### src/rtl/seg7_scan_driver.sv
// ============================================================================
// seg7_scan_driver
// Multiplexed 4-digit seven-segment scanner with per-slot dead time,
// frame-latched segment/brightness shadows and 16-step PWM digit dimming.
// Revision 1.0 - initial release
// ============================================================================
`default_nettype none

module seg7_scan_driver #(
  parameter int DIGIT_TICKS = 50000,
  parameter int BLANK_TICKS = 500
) (
  input  logic        clk,
  input  logic        reset_n,
  input  logic [31:0] seg_word,
  input  logic [3:0]  brightness,
  input  logic        enable,
  output logic [7:0]  seg_n,
  output logic [3:0]  dig_n,
  output logic        frame_tick
);

  localparam logic [1:0] S_IDLE  = 2'd0;
  localparam logic [1:0] S_BLANK = 2'd1;
  localparam logic [1:0] S_DRIVE = 2'd2;

  localparam logic [19:0] C_BLANK_LAST = 20'(BLANK_TICKS - 1);
  localparam logic [19:0] C_SLOT_LAST  = 20'(DIGIT_TICKS - 1);

  logic [1:0]  state_q, state_d;
  logic [19:0] t_q, t_d;
  logic [1:0]  digit_q, digit_d;
  logic [3:0]  p_q, p_d;
  logic [31:0] shadow_seg_q, shadow_seg_d;
  logic [3:0]  shadow_br_q, shadow_br_d;
  logic [7:0]  seg_n_q, seg_n_d;
  logic [3:0]  dig_n_q, dig_n_d;
  logic        frame_tick_q, frame_tick_d;

  always_ff @(posedge clk or negedge reset_n) begin
    if (!reset_n) begin
      state_q      <= S_IDLE;
      t_q          <= '0;
      digit_q      <= '0;
      p_q          <= '0;
      shadow_seg_q <= 32'hFFFF_FFFF;
      shadow_br_q  <= 4'hF;
    end else begin
      state_q      <= state_d;
      t_q          <= t_d;
      digit_q      <= digit_d;
      p_q          <= p_d;
      shadow_seg_q <= shadow_seg_d;
      shadow_br_q  <= shadow_br_d;
    end
  end

  always_comb begin
    state_d      = state_q;
    t_d          = t_q;
    digit_d      = digit_q;
    p_d          = p_q;
    frame_tick_d = 1'b0;
    if (!enable) begin
      state_d = S_IDLE;
      t_d     = '0;
      digit_d = '0;
      p_d     = '0;
    end else begin
      case (state_q)
        S_IDLE: begin
          state_d      = S_BLANK;
          t_d          = '0;
          digit_d      = '0;
          frame_tick_d = 1'b1;
        end
        S_BLANK: begin
          t_d = t_q + 20'd1;
          if (t_q == C_BLANK_LAST) begin
            state_d = S_DRIVE;
            p_d     = '0;
          end
        end
        S_DRIVE: begin
          p_d = p_q + 4'd1;
          if (t_q == C_SLOT_LAST) begin
            t_d          = '0;
            state_d      = S_BLANK;
            digit_d      = digit_q + 2'd1;
            frame_tick_d = (digit_q == 2'd3);
          end else begin
            t_d = t_q + 20'd1;
          end
        end
        default: begin
          state_d = S_IDLE;
          t_d     = '0;
          digit_d = '0;
          p_d     = '0;
        end
      endcase
    end
  end

  // Outputs are derived from next-state values so the registered output lines
  // up with the registered state in the same cycle.
  always_comb begin
    shadow_seg_d = frame_tick_d ? seg_word   : shadow_seg_q;
    shadow_br_d  = frame_tick_d ? brightness : shadow_br_q;
    seg_n_d      = 8'hFF;
    dig_n_d      = 4'hF;
    if (state_d == S_DRIVE) begin
      seg_n_d = shadow_seg_d[{digit_d, 3'b000} +: 8];
      if (p_d <= shadow_br_d) begin
        dig_n_d = ~(4'b0001 << digit_d);
      end
    end
  end

  always_ff @(posedge clk or negedge reset_n) begin
    if (!reset_n) begin
      seg_n_q      <= 8'hFF;
      dig_n_q      <= 4'hF;
      frame_tick_q <= 1'b0;
    end else begin
      seg_n_q      <= seg_n_d;
      dig_n_q      <= dig_n_d;
      frame_tick_q <= frame_tick_d;
    end
  end

  assign seg_n      = seg_n_q;
  assign dig_n      = dig_n_q;
  assign frame_tick = frame_tick_q;

endmodule

`default_nettype wire

### config.mk
export PLATFORM = sky130hd
export DESIGN_NAME = seg7_scan_driver
export DESIGN_NICKNAME = d
export VERILOG_FILES = /design/src/rtl/seg7_scan_driver.sv
export SDC_FILE = /design/constraint.sdc
export NUM_CORES = 1
export LEC_CHECK = 0
export CELL_PAD_IN_SITES_DETAIL_PLACEMENT = 0
export CELL_PAD_IN_SITES_GLOBAL_PLACEMENT = 1
export CORE_UTILIZATION = 40
export DETAILED_ROUTE_END_ITERATION = 10
export PLACE_DENSITY = 0.84
export SLEW_MARGIN = 10
export SYNTH_ARGS = -nofsm -noshare
export SYNTH_HDL_FRONTEND = slang
export SYNTH_SLANG_ARGS = --single-unit
### constraint.sdc
create_clock -name clk -period 5.95 [get_ports clk]
set_input_delay 1.785 -clock clk [delete_from_list [all_inputs] [get_ports clk]]
set_output_delay 1.785 -clock clk [all_outputs]
set_load 0.03 [all_outputs]
Word-level counts from Yosys, hierarchy flattened
Index checks and enable logic that the tools add are counted.
{"block": "classes", "eq_ne": 6, "shift": 2, "addsub": 3, "n_bitwise": 1, "muxes": 21, "order_cmp": 1, "n_reduce_logical": 1}
{"op": "$mux W20", "count": 2}
{"op": "$pmux W20 S2", "count": 1}
{"op": "$mux W32", "count": 1}
{"op": "$shiftx A32 B6 Y8", "count": 1}
{"op": "$add A20 B1 Y20 const B", "count": 1}
{"op": "$eq A20 B16 Y1 const B", "count": 1}
{"op": "$eq A20 B9 Y1 const B", "count": 1}
{"op": "$mux W4", "count": 5}
{"op": "$pmux W4 S3", "count": 1}
{"op": "$mux W2", "count": 5}
{"op": "$mux W8", "count": 1}
{"op": "$eq A2 B2 Y1 const B", "count": 3}
{"op": "$pmux W2 S3", "count": 1}
{"op": "$add A4 B1 Y4 const B", "count": 1}
{"op": "$le A4 B4 Y1", "count": 1}
{"op": "$not A4 Y4", "count": 1}
{"op": "$pmux W2 S2", "count": 1}
{"op": "$shl A1 B2 Y4 const A", "count": 1}
{"op": "$add A2 B1 Y2 const B", "count": 1}
{"op": "$eq A2 B1 Y1 const B", "count": 1}
{"op": "$logic_not A2 Y1", "count": 1}
{"op": "$mux W1", "count": 2}
{"op": "$pmux W1 S2", "count": 1}
{"block": "totals", "word_cells": 44, "output_inout_bits": 13, "ff_bits": 77, "in_bits": 39}

Logic depth before layout (Yosys ltp)
Gate-level depths: netlist (run 1).
{"block": "logic_depth", "word_depth": 8, "ltp_mapped": 16, "ltp_nobuf": 15}

Worst setup path after synthesis (run 1)
No wires, ideal clock.
{"block": "synth_timing", "path_kind": "input to register", "from": "input enable", "to": "register dig_n_q[0], in the netlist dig_n[0]", "slack_ns": 1.873, "arrival_time_ns": 3.989, "required_ns": 5.862, "stages": 13, "path_buffers": 2, "setup_time_ns": 0.088, "cell_sequence": "nand4_1 -> o21ai_4 -> buf_6 -> buf_4 -> mux2i_1 -> ha_1 -> nor2b_1 -> o21ai_0 -> nand2b_1 -> a21oi_1 -> a41o_1 -> nand2_1 -> or3_1"}
{"block": "synth_via", "elab_chain_len": 5, "elab_cells_between_ends": 11, "cone_classes": "1 x order compare; 1 x eq/ne; 1 x shift; 7 x mux; 1 x bitwise"}
{"item": "from (decl)", "line_no": "17", "text": "input logic enable,"}
{"item": "$mux W1", "line_no": "64", "text": "if (!enable) begin"}
{"item": "net frame_tick_d", "line_no": "38", "text": "logic frame_tick_q, frame_tick_d;"}
{"item": "$mux W4", "line_no": "109", "text": "shadow_br_d = frame_tick_d ? brightness : shadow_br_q;"}
{"item": "$le A4 B4 Y1", "line_no": "114", "text": "if (p_d <= shadow_br_d) begin"}
{"item": "$mux W4", "line_no": "114"}
{"item": "$mux W4", "line_no": "112", "text": "if (state_d == S_DRIVE) begin"}
{"item": "net dig_n_d[0]", "line_no": "37", "text": "logic [3:0] dig_n_q, dig_n_d;"}
{"item": "to (signal assigned)", "line_no": "127", "text": "dig_n_q <= dig_n_d;"}
{"item": "to (decl)", "line_no": "37"}
The timed path passes the listed nets, and every way through them passes these cells.

Final worst setup path (run 1)
{"block": "layout_timing", "from": "input enable", "to": "register dig_n_q[2], in the netlist dig_n[2]"}
{"block": "layout_via", "elab_chain_len": 5, "elab_cells_between_ends": 11, "cone_classes": "1 x order compare; 1 x eq/ne; 1 x shift; 7 x mux; 1 x bitwise"}
{"item": "$mux W1 or $mux W2 (tied branches)", "line_no": "64"}
{"item": "$mux W4 or $shl A1 B2 Y4 (tied branches)", "line_no": "109, 115"}
{"item": "$le A4 B4 Y1 or $not A4 Y4 (tied branches)", "line_no": "114, 115"}
{"item": "$mux W4", "line_no": "114"}
{"item": "$mux W4 *", "line_no": "112"}
{"item": "net dig_n_d[2]", "line_no": "37"}
Mark *: on every way through the listed nets, which the timed path passes. The rest lies on a longest branch.

==> summary.txt, run 1 <==
Clock tree
  – Htree depth: 3
  – Clock buffer depth: 2
  – Root Driver: clkbuf_8
  – CTS resizes: 0
  – CTS sink cnt: 77
  – CTS tree: yes
  – Clock transition at path regs: 0.08 ns
  – # hold bufs at CTS: 0
  – Setup Fix Bufs, Post-CTS: 0
  – Clock Latency Late Sink: 0.34 ns
  – Num CTS Buffers: 9

GRT
  – Initial antenna violation count: 0
  – First-pass GRT wire length: 12.0 mm
  – Total track usage: 15.4%
  – Final global-route overflow total: 0
  – Largest net degree at the start of global routing: 49
  – Vias in the first global route: 2530

Floorplan
  – Initial Utilization: 41.1%
  – Chip Width: 99.3 um
  – Ports: 52
  – Die Area: 9850 um^2
  – # rows: 35
  – Die extent in y: 99.3 um
  – Core Area: 9200 um^2

Route
  – First drt pass iteration count: 6
  – Final WL: 7.05 mm
  – DR WL/cell: 14.9 um
  – DR vias: 2483
  – Number of vias per cell: 5.25
  – Antenna viol nets, final: 0
  – DRC viols: 0
  – Iteration-0 DRC Markers: 75

Cells and area
  – Finished Layout Cells: 473
  – Commonest cells after routing, fill and taps aside: 50 x clkdlybuf4s50_1, 48 x dfstp_2, 31 x nor2_1
  – Post-Layout Inst Area: 4540 um^2
  – Share of cells above drive strength 1: 24.0%
  – Most common cell after layout, fill and taps aside: clkdlybuf4s50_1
  – Final nets: 408
  – Fillers: 826
  – Inserted Diodes: 0
  – Synth-to-Final Area Change: 19.9%

Pwr
  – Sw frac: 24.3%
  – Int Pwr: 0.814 mW
  – Flop pwr share: 56.2%
  – Combinational fraction of design power: 12.5%
  – Peak supply drop: 0.0956 mV
  – PwrDens: 237 nW/um^2
  – Static Leak: 1.77 nW
  – P_sw: 0.262 mW
  – Clk pwr share: 31.2%

Yosys
  – Leading area contributor after synthesis: dfstp_2
  – Post-synth cell types: 44
  – FFs w/ async S/R, synth: 100%
  – Syn. warnings: 0
  – Cells after synthesis: 305
  – Post-synth EDFFs: 0
  – Post-synth top area share: 33.3%
  – Synth Cell Area: 3780 um^2
  – Register area share after synthesis: 52.5%
  – Synth top area cells: dfstp_2 33%, dfrtp_1 19%, mux2_1 7.4%
  – Syn_area_per_cell: 12.4 um^2
  – Syn Nets: 355
  – Flops & latches, synth: 77
  – Dominant synthesized flop cell: dfstp_2

Timing
  – Slew headroom: 30.4%
  – Hold WS: 0.491 ns
  – Post-route setup slack: 1.75 ns
  – Pins over their slew limit: 0
  – Clock skew: 0.0111 ns
  – Final setup violating endpoints: 0
  – Max frequency: 0.238 GHz
  – Unrepaired setup endpoints after global routing: false
  – Final Hold Vio Count: 0
  – Worst slew pin tran: 1.04 ns
  – Period utilization: 70.6%
  – Sum of negative setup slack: 0 ns
  – Period minus WS final: 4.20 ns

Outcome
  – Outcome: complete, no violations

Hold path
  – Tightest Hold Check Type: reg2reg
  – Hold endpoint: t_q[0]$_DFF_PN0_
  – Hold Crit Depth: 1
  – Hold Crit Start: t_q[0]$_DFF_PN0_

Worst setup path
  – Crit Reg-Reg Startpoint: t_q[0]$_DFF_PN0_
  – Startpoint types: primary input
  – R2R Path End: dig_n[2]$_DFF_PN1_
  – CP arrival: 4.46 ns
  – R2r setup slk: 2.51 ns
  – Worst Reg-to-Reg Cells: 13
  – Worst Path Max Fanout: 6
  – Setup CP Type: in2reg
  – Crit. End Element: flip-flop
  – Data required time of the worst path: 6.21 ns

Run
  – Max_cap viols: 0

Placement
  – Placed Cells: 458
  – Port Buffers: 51
  – Placed cell area: 4370 um^2
  – Setup WS pre-CTS: 1.37 ns
  – Final GP Congestion: 0.759
  – Detailed Place HPWL: 4.92 mm
[power groups by stage]
stage / Sequential (mW) / Combinational, mW / Clock (mW)
detailed placement: 0.615 / 0.137 / 0
global placement: 0.612 / 0.132 / 0
finish: 0.605 / 0.135 / 0.336
global route: 0.611 / 0.150 / 0.374
CTS: 0.606 / 0.138 / 0.348
floorplan: 0.611 / 0.0848 / 0
[Yosys cell counts (2+ instances only)]
cell / count
a21oi_1: 6
a41oi_1: 2
and2_1: 2
and3_1: 5
buf_2: 4
buf_6: 3
clkbuf_1: 4
dfrtp_1: 29
dfstp_2: 48
ha_1: 11
inv_1: 10
mux2_1: 25
mux2_2: 8
mux2i_1: 11
mux4_1: 2
mux4_2: 6
nand2_1: 27
nand2b_1: 2
nand3_1: 8
nand4_1: 5
nand4b_1: 2
nor2_1: 31
nor4_1: 5
o211ai_1: 9
o21ai_0: 3
o21ai_4: 2
or3_1: 2
xnor2_1: 7
xor2_1: 11
[cell type report]
| type | count | area [um^2] | share of cell area (%) |
|---|---|---|---|
| clock inverter | 6 | 38.8 | 0.855 |
| inverter | 11 | 41.3 | 0.910 |
| tap | 111 | 139 | 3.06 |
| clock buffer | 9 | 124 | 2.73 |
| sequential | 77 | 1990 | 43.8 |
| timing repair buffer | 54 | 528 | 11.6 |
| multi-input combinational | 205 | 1680 | 37.0 |
[logic make-up (layout without fill, tap and decap cells)]
family,after synthesis,after routing,synth area share (%)
buffers and inverters,23,80,3.11
AOI/OAI and AO/OA,29,29,6.81
adders and majority gates,11,11,3.64
and+or+nand+nor,95,95,12.1
muxes,52,52,17.7
xor gates and xnor gates,18,18,4.17
DFF,77,77,52.5
[per-stage QoR]
| step | utilization (%) | power, mW |
|---|---|---|
| 6_report | 49.3 | 1.08 |
| 5_1_grt | 49.3 | 1.14 |
| 4_1_cts | 49.3 | 1.09 |
| 3_5_place_dp | 47.6 | 0.752 |
| 3_3_place_gp | 47.6 | 0.744 |
| 2_1_floorplan | - | 0.696 |
[worst max path at each step]
stage,from,to,slack (ns),cells past startpoint
after floorplan,enable,dig_n[0]$_DFF_PN1_,1.87,13
after detailed placement,enable,dig_n[2]$_DFF_PN1_,1.37,12
final,enable,dig_n[2]$_DFF_PN1_,1.75,12
after global placement,enable,dig_n[0]$_DFF_PN1_,1.50,12
after global routing,enable,dig_n[2]$_DFF_PN1_,1.50,12
after CTS,enable,dig_n[2]$_DFF_PN1_,1.72,12
[flip-flops by register name, indices dropped and copies added, names as in the netlist, 2 cells and up]
name / flops
p_q: 4
state_q: 2
dig_n: 4
seg_n: 8
t_q: 20
digit_q: 2
shadow_br_q: 4
shadow_seg_q: 32
[critical path, stage by stage]
cell and delay, ns:
clkdlybuf4s50_1 0.62, nand4_1 0.19, o21ai_4 0.27, mux2i_1 0.27
ha_1 0.27, nor2b_1 0.13, o21ai_0 0.15, nand2b_1 0.07
a21oi_1 0.15, a41o_1 0.16, nand2_1 0.07, or3_1 0.33
[per-layer routing]
| metal | track usage, % | routed length, um |
|---|---|---|
| met5 | 0 | 0 |
| met4 | 6.33 | 91 |
| met3 | 2.67 | 190 |
| met2 | 25.1 | 3500 |
| met1 | 20.5 | 3270 |
Note: power is estimated with default switching activity, not from simulation.
==> run 2, diff against run 1 <==
==> constraint.sdc (replaced) <==
create_clock -name clk -period 4.1 [get_ports clk]
set_input_delay 1.23 -clock clk [delete_from_list [all_inputs] [get_ports clk]]
set_output_delay 1.23 -clock clk [all_outputs]
set_load 0.03 [all_outputs]
==> summary.txt, run 2 (synthesis gave the netlist of run 1 again) <==
Clock tree
  – Clock Latency Late Sink: 0.35 ns
  – Clock buffer depth: 2
  – CTS sink cnt: 77
  – CTS resizes: 0
  – Clock transition at path regs: 0.08 ns
  – Setup Fix Bufs, Post-CTS: 0
  – Root Driver: clkbuf_8
  – Htree depth: 3
  – # hold bufs at CTS: 0
  – Num CTS Buffers: 9
  – CTS tree: yes

Floorplan
  – Ports: 52
  – Die extent in y: 99.3 um
  – # rows: 35
  – Chip Width: 99.3 um
  – Core Area: 9200 um^2
  – Initial Utilization: 41.1%
  – Die Area: 9850 um^2

Run
  – Max_cap viols: 0

Timing
  – Sum of negative setup slack: 0 ns
  – Clock skew: 0.0119 ns
  – Worst slew pin tran: 0.823 ns
  – Final setup violating endpoints: 0
  – Final Hold Vio Count: 0
  – Slew headroom: 45.1%
  – Max frequency: 0.295 GHz
  – Unrepaired setup endpoints after global routing: false
  – Period utilization: 82.8%
  – Period minus WS final: 3.40 ns
  – Pins over their slew limit: 0

Worst setup path
  – Slowest stage delay, CP: 0.71 ns
  – Data required time of the worst path: 4.37 ns
  – Worst Path Max Fanout: 11
  – CP bufs+invs: 1
  – Most used cell, CP: ha_1
  – Startpoint types: flip-flop
  – CP arrival: 3.66 ns
  – Setup CP Type: reg2reg
  – CP Cell Sequence: ha_1 > nand3_2 > or4b_1 > o21ai_4 > buf_4 > mux2i_1 > ha_1 > o21ai_0 > nand2b_1 > a21oi_1 > a41o_1 > nand2_1 > or3_1
  – Top delay family on crit path: simple AND/OR/NAND/NOR gates
  – Worst path slowest cell: or4b_1
  – Crit. End Element: flip-flop

GRT
  – Total track usage: 15.9%
  – Routing usage on met3: 2.81%
  – Largest net degree at the start of global routing: 42
  – Global routing usage on met1: 21.1%
  – Final global-route overflow total: 0
  – GRT Max-Usage Layer: met2
  – Vias in the first global route: 2501
  – Initial antenna violation count: 0
  – Met2 Use GR: 25.1%
  – First-pass GRT wire length: 12.2 mm

Route
  – Antenna viol nets, final: 0
  – Final WL: 6.98 mm
  – Iteration-0 DRC Markers: 83
  – DR vias: 2481
  – Number of vias per cell: 5.20
  – DRC viols: 0
  – First drt pass iteration count: 4
  – DR WL/cell: 14.6 um

Hold path
  – Tightest Hold Check Type: reg2reg

Cells and area
  – Synth-to-Final Area Change: 21.0%
  – Commonest cells after routing, fill and taps aside: 50 x clkdlybuf4s50_1, 48 x dfstp_2, 31 x nor2_1
  – Final nets: 412
  – Max reg flops: 32
  – Inserted Diodes: 0
  – Finished Layout Cells: 477
  – Most common cell after layout, fill and taps aside: clkdlybuf4s50_1
  – Share of cells above drive strength 1: 24.9%
  – Reg with most FFs: shadow_seg_q

Placement
  – Placed Cells: 462
  – Final GP Congestion: 0.745
  – Port Buffers: 51
  – Detailed Place HPWL: 4.99 mm

Pwr
  – Static Leak: 1.80 nW
  – Peak supply drop: 0.154 mV
  – PwrDens: 343 nW/um^2

Outcome
  – Outcome: complete, no violations
-- run 2: worst reg2reg max path, cell delays in order, from the launching register on --
cell      delay [ns]
dfrtp_1         0.39
ha_1            0.24
nand3_2         0.12
or4b_1          0.71
o21ai_4         0.25
buf_4           0.22
mux2i_1         0.27
ha_1            0.28
o21ai_0         0.08
nand2b_1        0.07
a21oi_1         0.15
a41o_1          0.16
nand2_1         0.07
or3_1           0.30
-- run 2: through the flow --
step | util, % | power, mW | area [um^2] | setup slack (ns) | hold WS [ns]
after floorplan | - | 1.01 | 3780 | 0.578 | 0.448
after global placement | 48.0 | 1.08 | 4420 | 0.443 | 0.470
after detailed placement | 48.0 | 1.09 | 4420 | 0.348 | 0.474
after CTS | 49.8 | 1.59 | 4580 | 0.715 | 0.485
after global routing | 49.8 | 1.65 | 4580 | 0.462 | 0.501
final | 49.8 | 1.57 | 4580 | 0.705 | 0.487
-- run 2: path summary, 6_finish.rpt --
kind | start | to | slack, ns | depth (start not counted)
worst min-delay path | t_q[0]$_DFF_PN0_ | t_q[0]$_DFF_PN0_ | 0.49 | 1
worst max register to register | t_q[0]$_DFF_PN0_ | dig_n[0]$_DFF_PN1_ | 0.70 | 13
worst max-delay path | t_q[0]$_DFF_PN0_ | dig_n[0]$_DFF_PN1_ | 0.70 | 13
min in group asynchronous | reset_n | t_q[4]$_DFF_PN0_ | 0.98 | 1
worst min register to register | t_q[0]$_DFF_PN0_ | t_q[0]$_DFF_PN0_ | 0.49 | 1
max in group asynchronous | reset_n | dig_n[1]$_DFF_PN1_ | 2.37 | 2
-- run 2: per-layer routing --
layer  routed length (um)  up-vias
met5                    0        -
met4                  149        0
li1                     -     1200
met3                  221       10
met2                 3380       43
met1                 3230     1228
-- run 2: report_power, final --
group	switching (mW)	internal, mW
clock network	0.279	0.217
registers	0.0188	0.859
logic	0.0889	0.109
-- run 2: cell type report --
cell class | count | area (um^2)
fillers | 808 | 4620
flip-flops and latches | 77 | 1990
multi-input cells | 205 | 1680
repair buffers | 58 | 571
well taps | 111 | 139
clock buffers | 9 | 124
inverters | 11 | 41.3
clock inverters | 6 | 38.8
==> run 3, diff against run 2 <==
--- a/config.mk
+++ b/config.mk
@@ -9,7 +9,7 @@
 export CELL_PAD_IN_SITES_GLOBAL_PLACEMENT = 1
 export CORE_UTILIZATION = 40
 export DETAILED_ROUTE_END_ITERATION = 10
-export PLACE_DENSITY = 0.84
+export PLACE_DENSITY = 0.87
 export SLEW_MARGIN = 10
 export SYNTH_ARGS = -nofsm -noshare
 export SYNTH_HDL_FRONTEND = slang
==> constraint.sdc (replaced) <==
create_clock -name clk -period 3.1 [get_ports clk]
set_input_delay 0.93 -clock clk [delete_from_list [all_inputs] [get_ports clk]]
set_output_delay 0.93 -clock clk [all_outputs]
set_load 0.03 [all_outputs]
==> summary.txt, run 3 (synthesis gave the netlist of run 1 again) <==
Clock tree
  – CTS tree: yes
  – Root Driver: clkbuf_8
  – # hold bufs at CTS: 0
  – Htree depth: 3
  – CTS sink cnt: 77
  – Num CTS Buffers: 9
  – Clock buffer depth: 2
  – Clock transition at path regs: 0.08 ns
  – Clock Latency Late Sink: 0.35 ns

Timing
  – Slew headroom: 55.4%
  – Post-route setup slack: 0.0580 ns
  – Final Hold Vio Count: 0
  – Period utilization: 98.1%
  – Clock skew: 0.0136 ns
  – Hold WS: 0.576 ns
  – Pins over their slew limit: 0
  – Worst slew pin tran: 0.669 ns
  – Final setup violating endpoints: 0
  – Unrepaired setup endpoints after global routing: true
  – Period minus WS final: 3.04 ns
  – Max frequency: 0.329 GHz

GRT
  – Total track usage: 15.8%
  – Initial antenna violation count: 0
  – Largest net degree at the start of global routing: 50
  – First-pass GRT wire length: 12.2 mm
  – Vias in the first global route: 2643
  – Final global-route overflow total: 0

Hold path
  – Tightest Hold Check Type: reg2reg
  – Hold Crit Start: shadow_br_q[2]$_DFF_PN1_

Cells and area
  – Fillers: 792
  – Inserted Diodes: 0
  – Most common cell after layout, fill and taps aside: clkdlybuf4s50_1
  – Final nets: 427
  – Commonest cells after routing, fill and taps aside: 50 x clkdlybuf4s50_1, 48 x dfstp_2, 31 x nor2_1
  – Synth-to-Final Area Change: 26.8%
  – Share of cells above drive strength 1: 30.4%
  – Reg with most FFs: shadow_seg_q
  – Max reg flops: 32

Worst setup path
  – CP Cell Sequence: ha_4 > nand3_4 > or4b_4 > o21ai_4 > mux2i_2 > ha_1 > nor2b_1 > o21ai_1 > nand2b_1 > a21oi_2 > a41o_1 > nand2_1 > or3_1
  – CP arrival: 3.31 ns
  – Startpoint types: flip-flop
  – Worst Setup SP: t_q[1]$_DFF_PN0_
  – Data required time of the worst path: 3.37 ns
  – Crit Reg-Reg Startpoint: t_q[1]$_DFF_PN0_
  – Worst Path Max Fanout: 3
  – Worst path slowest cell: or4b_4
  – Setup CP Type: reg2reg
  – Slowest stage delay, CP: 0.59 ns
  – Crit. End Element: flip-flop

Route
  – DR vias: 2558
  – DRC viols: 0
  – Antenna viol nets, final: 0
  – DR WL/cell: 14.9 um
  – First drt pass iteration count: 6
  – Final WL: 7.32 mm
  – Iteration-0 DRC Markers: 94
  – Number of vias per cell: 5.19

Floorplan
  – Chip Width: 99.3 um
  – Die Area: 9850 um^2
  – Ports: 52
  – Initial Utilization: 41.1%
  – Core Area: 9200 um^2
  – Die extent in y: 99.3 um
  – # rows: 35

Pwr
  – PwrDens: 446 nW/um^2
  – Static Leak: 1.89 nW
  – Peak supply drop: 0.220 mV

Run
  – Max_cap viols: 0

Placement
  – Setup WS pre-CTS: -0.248 ns
  – Detailed Place HPWL: 5.27 mm
  – Final GP Congestion: 0.789
  – Port Buffers: 51

Outcome
  – Outcome: complete, no violations
[run 3: per-layer routing]
metal  track usage (%)  part of all wire, %  vias up
li1                  -                    -     1229
met1              19.7                   43     1275
met2              26.7                   52       46
met3              3.58                  3.4        8
met4              6.22                  1.6        0
met5                 0                    0        -
[run 3: worst paths after layout]
path,to,slack [ns],cells past startpoint
worst max-delay path,dig_n[2]$_DFF_PN1_,0.06,13
worst min register to register,shadow_br_q[2]$_DFF_PN1_,0.58,2
min in group asynchronous,frame_tick$_DFF_PN0_,0.60,1
max in group asynchronous,shadow_seg_q[23]$_DFF_PN1_,1.75,2
worst max register to register,dig_n[2]$_DFF_PN1_,0.06,13
worst min-delay path,shadow_br_q[2]$_DFF_PN1_,0.58,2
[run 3: what timing repair did]
item / 4_1_cts / 5_1_grt
buffers inserted: 0 / 5
endpoints found under the setup margin: 0 / 3
resized for setup: 0 / 12
[run 3: report_power, final]
group | internal, mW | leakage (nW) | total (mW) | switching [mW]
clock | 0.300 | 0.0920 | 0.689 | 0.389
sequential | 1.14 | 0.907 | 1.16 | 0.0280
combinational | 0.162 | 0.889 | 0.285 | 0.124
[run 3: through the flow]
step | cell area [um^2] | total power [mW] | instances | TNS, ns | util (%)
finish | 4800 | 2.14 | 493 | 0 | 52.2
global route | 4800 | 2.25 | 493 | -0.170 | 52.2
CTS | 4700 | 2.16 | 488 | 0 | 51.1
detailed placement | 4520 | 1.45 | 472 | -0.711 | 49.1
global placement | 4520 | 1.44 | 472 | -0.437 | 49.1
floorplan | 3800 | 1.34 | 305 | -0.489 | -
[run 3: cell type report]
type,count,area (um^2),share of cell area (%)
Clock buffer,9,124,2.58
Sequential cell,77,1990,41.4
Multi-Input combinational cell,205,1740,36.2
Inverter,11,41.3,0.861
Clock inverter,7,56.3,1.17
Timing Repair Buffer,73,712,14.8
Tap cell,111,139,2.90
[run 3: critical path: cells and delay by family (launching register included)]
| kind | cells | cell delay [ns] |
|---|---|---|
| adder cells (fa/ha/maj) | 2 | 0.44 |
| multiplexers | 1 | 0.26 |
| AO/OA/AOI/OAI | 4 | 0.58 |
| AND/OR/NAND/NOR | 6 | 1.28 |
| flip-flops | 1 | 0.41 |
